$ cat src/rtl/multi_channel_controller.sv
// multi_channel_controller
//   Time-multiplexed note controller. On each frame tick one FSM walks
//   channels 0..NUM_CHANNELS-1 and, for each enabled channel, starts a new
//   note, continues the current note, or only advances the envelope. The
//   shared pattern/pitch/duration/envelope units are addressed by o_channel.
//
// Ports
//   i_clk, i_rst            clock, synchronous active-high reset
//   i_tick_stb, i_note_stb  frame tick (starts a pass), note-rate strobe
//   i_channel_enable        per-channel enable; 0 skips the channel
//   o_channel               channel being served
//   o_pattern_enable / i_pattern_valid            pattern fetch handshake
//   o_pitch_lookup_enable / i_pitch_lookup_valid  pitch lookup handshake
//   o_duration_enable, o_duration_load, i_duration_running  duration control
//   o_envelope_enable, o_envelope_load, i_envelope_valid    envelope control
//   o_rom_source            shared ROM owner: 00 none, 01 pattern, 10 envelope
//   o_valid, o_valid_channel  one-cycle update pulse and its channel
//   o_busy                  state is not IDLE
//   o_overrun               sticky: tick arrived while busy
//   o_error                 sticky: a wait state timed out
module multi_channel_controller #(
    parameter int NUM_CHANNELS = 4,
    parameter int WAIT_TIMEOUT = 0,
    parameter int CH_W         = (NUM_CHANNELS > 1) ? $clog2(NUM_CHANNELS) : 1
) (
    input  logic                    i_clk,
    input  logic                    i_rst,
    input  logic                    i_tick_stb,
    input  logic                    i_note_stb,
    input  logic [NUM_CHANNELS-1:0] i_channel_enable,
    output logic [CH_W-1:0]         o_channel,
    output logic                    o_pattern_enable,
    input  logic                    i_pattern_valid,
    output logic                    o_pitch_lookup_enable,
    input  logic                    i_pitch_lookup_valid,
    output logic                    o_duration_enable,
    output logic                    o_duration_load,
    input  logic                    i_duration_running,
    output logic                    o_envelope_enable,
    output logic                    o_envelope_load,
    input  logic                    i_envelope_valid,
    output logic [1:0]              o_rom_source,
    output logic                    o_valid,
    output logic [CH_W-1:0]         o_valid_channel,
    output logic                    o_busy,
    output logic                    o_overrun,
    output logic                    o_error
);

    typedef enum logic [3:0] {
        S_IDLE, S_DISPATCH, S_CONTINUE, S_ADVANCE_ENV,
        S_EN_PATTERN, S_WAIT_PATTERN, S_EN_PITCH, S_WAIT_PITCH,
        S_LOAD_DUR, S_LOAD_ENV, S_WAIT_ENV, S_VALID
    } state_t;

    localparam logic [CH_W-1:0] LAST_CH    = CH_W'(NUM_CHANNELS - 1);
    localparam int              EN_W       = 1 << CH_W;
    localparam logic [31:0]     WAIT_LIMIT = 32'((WAIT_TIMEOUT > 0) ? WAIT_TIMEOUT - 1 : 0);

    state_t          state, state_next;
    logic            note_pending;
    logic [31:0]     wait_cnt;
    logic [EN_W-1:0] en_pad;
    logic            ch_enabled, last_ch, is_wait, wait_valid, timeout, chan_step;

    // Pad the enable vector so any CH_W-bit channel index is in range.
    assign en_pad     = EN_W'(i_channel_enable);
    assign ch_enabled = en_pad[o_channel];
    assign last_ch    = (o_channel == LAST_CH);

    always_comb begin
        is_wait    = 1'b0;
        wait_valid = 1'b0;
        case (state)
            S_WAIT_PATTERN: begin is_wait = 1'b1; wait_valid = i_pattern_valid;      end
            S_WAIT_PITCH:   begin is_wait = 1'b1; wait_valid = i_pitch_lookup_valid; end
            S_WAIT_ENV:     begin is_wait = 1'b1; wait_valid = i_envelope_valid;     end
            default:        ;
        endcase
    end

    // Expiry on the last allowed wait cycle; a valid on that same cycle wins.
    assign timeout = (WAIT_TIMEOUT > 0) && is_wait && !wait_valid && (wait_cnt == WAIT_LIMIT);

    always_comb begin
        state_next = state;
        chan_step  = 1'b0;
        case (state)
            S_IDLE:
                if (i_tick_stb) state_next = S_DISPATCH;
            S_DISPATCH:
                if (!ch_enabled) begin
                    if (last_ch) state_next = S_IDLE;
                    else         chan_step  = 1'b1;
                end else if (note_pending && i_duration_running) begin
                    state_next = S_CONTINUE;
                end else if (note_pending) begin
                    state_next = S_EN_PATTERN;
                end else begin
                    state_next = S_ADVANCE_ENV;
                end
            S_CONTINUE:     state_next = S_ADVANCE_ENV;
            S_ADVANCE_ENV:  state_next = S_WAIT_ENV;
            S_EN_PATTERN:   state_next = S_WAIT_PATTERN;
            S_EN_PITCH:     state_next = S_WAIT_PITCH;
            S_LOAD_DUR:     state_next = S_LOAD_ENV;
            S_LOAD_ENV:     state_next = S_WAIT_ENV;
            S_WAIT_PATTERN, S_WAIT_PITCH, S_WAIT_ENV:
                if (wait_valid) begin
                    case (state)
                        S_WAIT_PATTERN: state_next = S_EN_PITCH;
                        S_WAIT_PITCH:   state_next = S_LOAD_DUR;
                        default:        state_next = S_VALID;
                    endcase
                end else if (timeout) begin
                    // Abandon this channel without a VALID pulse.
                    state_next = last_ch ? S_IDLE : S_DISPATCH;
                    chan_step  = !last_ch;
                end
            S_VALID: begin
                state_next = last_ch ? S_IDLE : S_DISPATCH;
                chan_step  = !last_ch;
            end
            default:        state_next = S_IDLE;
        endcase
    end

    always_ff @(posedge i_clk) begin
        if (i_rst) begin
            state           <= S_IDLE;
            o_channel       <= '0;
            o_rom_source    <= 2'b00;
            o_valid_channel <= '0;
            o_overrun       <= 1'b0;
            o_error         <= 1'b0;
            note_pending    <= 1'b0;
            wait_cnt        <= '0;
        end else begin
            state <= state_next;

            if (state == S_IDLE && i_tick_stb) begin
                note_pending <= i_note_stb;
                o_channel    <= '0;
            end else if (chan_step) begin
                o_channel <= o_channel + 1'b1;
            end

            if (i_tick_stb && state != S_IDLE) o_overrun <= 1'b1;
            if (timeout)                       o_error   <= 1'b1;

            if (state == S_EN_PATTERN)               o_rom_source <= 2'b01;
            else if (state == S_LOAD_ENV)            o_rom_source <= 2'b10;
            else if (state == S_VALID || timeout)    o_rom_source <= 2'b00;

            if (state_next == S_VALID) o_valid_channel <= o_channel;

            if (state_next != state) wait_cnt <= '0;
            else if (is_wait)        wait_cnt <= wait_cnt + 32'd1;
        end
    end

    assign o_pattern_enable      = (state == S_EN_PATTERN);
    assign o_pitch_lookup_enable = (state == S_EN_PITCH);
    assign o_duration_enable     = (state == S_CONTINUE) || (state == S_LOAD_DUR);
    assign o_duration_load       = (state == S_LOAD_DUR);
    assign o_envelope_enable     = (state == S_ADVANCE_ENV) || (state == S_LOAD_ENV);
    assign o_envelope_load       = (state == S_LOAD_ENV);
    assign o_valid               = (state == S_VALID);
    assign o_busy                = (state != S_IDLE);

endmodule

$ cat config.mk
export PLATFORM = sky130hd
export DESIGN_NAME = multi_channel_controller
export DESIGN_NICKNAME = d
export VERILOG_FILES = /design/src/rtl/multi_channel_controller.sv
export SDC_FILE = /design/constraint.sdc
export NUM_CORES = 1
export LEC_CHECK = 0
export ABC_AREA = 1
export BUFFER_PORTS_ARGS = -buffer_cell sky130_fd_sc_hd__buf_2
export CAP_MARGIN = 20
export CELL_PAD_IN_SITES_DETAIL_PLACEMENT = 0
export CELL_PAD_IN_SITES_GLOBAL_PLACEMENT = 1
export CORE_ASPECT_RATIO = 1.4
export CORE_MARGIN = 1
export CORE_UTILIZATION = 34
export CTS_BUF_LIST = sky130_fd_sc_hd__clkbuf_16
export DETAILED_ROUTE_END_ITERATION = 16
export PLACE_DENSITY_LB_ADDON = 0.1
export SLEW_MARGIN = 5
export SYNTH_ARGS = -nofsm -noshare
export SYNTH_HDL_FRONTEND = slang
export SYNTH_SLANG_ARGS = --single-unit
$ cat constraint.sdc
create_clock -name i_clk -period 3.27 [get_ports i_clk]
set_input_delay 0.327 -clock i_clk [delete_from_list [all_inputs] [get_ports i_clk]]
set_output_delay 0.327 -clock i_clk [all_outputs]
set_load 0.05 [all_outputs]
==> results_dict.tcl <==
set metrics [dict create \
    clockRootBuffer "clkbuf_16" \
    min_period_over_period_pct 56.5 \
    ys_warn_count 0 \
    hold_slack_ps 337 \
    antenna_found_initial 0 \
    layout_commonest_cell "nand2_1" \
    grt_max_degree 9 \
    most-common-layout-cells "34 x nand2_1, 26 x buf_2, 20 x inv_1" \
    synth_cells 130 \
    cts_buffer_depth 2 \
    cp-start-kind "register" \
    ant_nets 0 \
    crit_fanout 5 \
    crit_arrival_ps 1520 \
    dpl.cell_count 176 \
    vias 899 \
    p_seq_share_pct 25.4 \
    port_buffers 26 \
    final-hold-violation-count 0 \
    fmax_mhz 541 \
    hold_path_class "input pin to register" \
    pre_cts_slack_ps 1690 \
    cp_cell_sequence "inv_1, nor2_1, inv_1, nor2_1, buf_2" \
    cpPeakStageDelay_ps 400 \
    maxCapViolCount 0 \
    peakVddDrop_mv 0.367 \
    setup-tns-final_ps 0 \
    synth_cell_types 22 \
    end_kind "primary output" \
    rsz0062_at_grt "no" \
    place_congestion 0.869 \
    ys_top_cells_by_area "dfxtp_1 31%, nand2_1 16%, inv_1 9.6%, nand3_1 8.9%, a21oi_1 7.7%" \
    h-tree-depth 1 \
    setup_viol 0 \
    die_area_um2 2500 \
    yosys.area.top_type "dfxtp_1" \
    insertion_delay_ps 240 \
    nFillCells 237 \
    p_int_w 0.000436 \
    grt_overflow 0 \
    drive_gt1_share_pct 24.8 \
    die_height_um 58.8 \
    routed_wirelength_mm 2.01 \
    seq_area_um2 240 \
    slowest_stage "dfxtp_1" \
    grt_use_total_pct 17.2 \
    die_w_um 42.6 \
    critPathKind "register to primary output" \
    wl_per_cell_um 11.2 \
    cellLeakagePower_nw 0.565 \
    hpwl_mm 1.64 \
    cts_tree "built" \
    required_ps 2940 \
    grt_pass1_wl_mm 3.19 \
    setup_slack_ps 1420 \
    nets 172 \
    fp.coreArea_um2 2180 \
    switching_power_w 0.000375 \
    clock_skew_ps 1.69 \
    drtIter0Drc 27 \
    drt-pass1-iter-count 4 \
    multi_input_area_um2 449 \
    drcViolationCount 0 \
    avgSynthCellArea_um2 6.03 \
    syn_to_final_growth_pct 28.3 \
    syn_area_um2 783 \
    via_per_inst 5.02 \
    seq_area_frac_synth_pct 30.7 \
    syn-num-nets 143 \
    status "complete, no violations" \
    ctsHoldBuffers 0 \
    synth_top_area_share_pct 30.7 \
    slew_violations 0 \
    cts_made_buffers 3 \
    grt_pass1_vias 800 \
    path_clk_slew_ps 40 \
    post_cts_buffers 0 \
    layout_min_cycle_time_ps 1850 \
    p_per_area_nw_per_um2 807 \
    start_util_pct 36.0 \
    pwr-share-clk_pct 27.0 \
    switching_share_pct 46.3 \
    cts_resized 0 \
    ioPinCount 28 \
    ys_ff_latch 12 \
    pwr-share-comb_pct 47.6 \
    final_cells 179 \
    clock_sinks 12 \
    antenna_cells 0 \
    fp-row-count 20 \
]
state kept, by name, summed over array words and instances, names as in the netlist:
name             count
o_rom_source         2
o_channel            2
o_overrun            1
state                4
note_pending         1
o_valid_channel      2
through the flow:
step	cell area, um^2	util [%]	power, W
finish	1000	46.1	0.000811
global route	1000	46.1	0.000871
CTS	1000	46.1	0.000822
detailed placement	930	42.7	0.000596
global placement	930	42.7	0.000595
floorplan	783	-	0.000514
area by class of cell:
type	count	area share (%)
clock buffers	3	7.47
inverters	22	8.22
multi-input cells	94	44.7
flip-flops and latches	12	23.9
well taps	22	2.74
repair buffers	26	13.0
cell families (layout without fill, tap and decap cells):
| logic type | Yosys count | after routing | synth area share (%) |
|---|---|---|---|
| other | 1 | 1 | 0.479 |
| buffers and inverters | 24 | 51 | 12.0 |
| DFF | 12 | 12 | 30.7 |
| and+or+nand+nor | 70 | 70 | 39.8 |
| adders and majority gates | 1 | 1 | 1.60 |
| AOI/OAI and AO/OA | 22 | 22 | 15.5 |
synthesized netlist by cell type:
cell type   n
nand2_1    34
inv_1      20
nand3_1    14
nor2_1     14
a21oi_1    12
dfxtp_1    12
o21ai_0     5
inv_2       2
nand3_2     2
nor2_2      2
o21ai_2     2
a211oi_1    1
a31oi_1     1
buf_1       1
buf_4       1
conb_1      1
ha_1        1
nand2_2     1
nand4_1     1
nor2_4      1
nor3_1      1
o21ai_1     1
critical path, delay by kind of cell, from the launching register on:
family                 cells  cell delay, ps
buffers and inverters      3             490
flip-flops                 1             400
AND/OR/NAND/NOR            2             370
layer usage:
layer	part of all wire (%)	routed length (um)	track usage (%)	up-vias
met1	39	783	17.0	383
met2	51	1030	30.8	36
li1	-	-	-	471
met5	0	0	0	-
met3	5.6	112	3.07	9
met4	4.1	82	13.8	0
final timing paths:
path,to,depth (start not counted),startpoint,slack (ps)
max,o_pattern_enable,5,state[2],1420
min,o_overrun,3,i_tick_stb,340
max reg2reg,state[0],7,state[0],1890
min reg2reg,o_valid_channel[1],2,o_valid_channel[1],440
power by group through the flow:
stage          sequential [W]  combinational [W]  clock [W]
2_1_floorplan        0.000233           0.000281          0
3_3_place_gp         0.000208           0.000388          0
3_5_place_dp         0.000209           0.000387          0
4_1_cts              0.000206           0.000389   0.000227
5_1_grt              0.000213           0.000427   0.000231
6_report             0.000206           0.000387   0.000219
No activity file was read; power rests on OpenSTA's default activity.
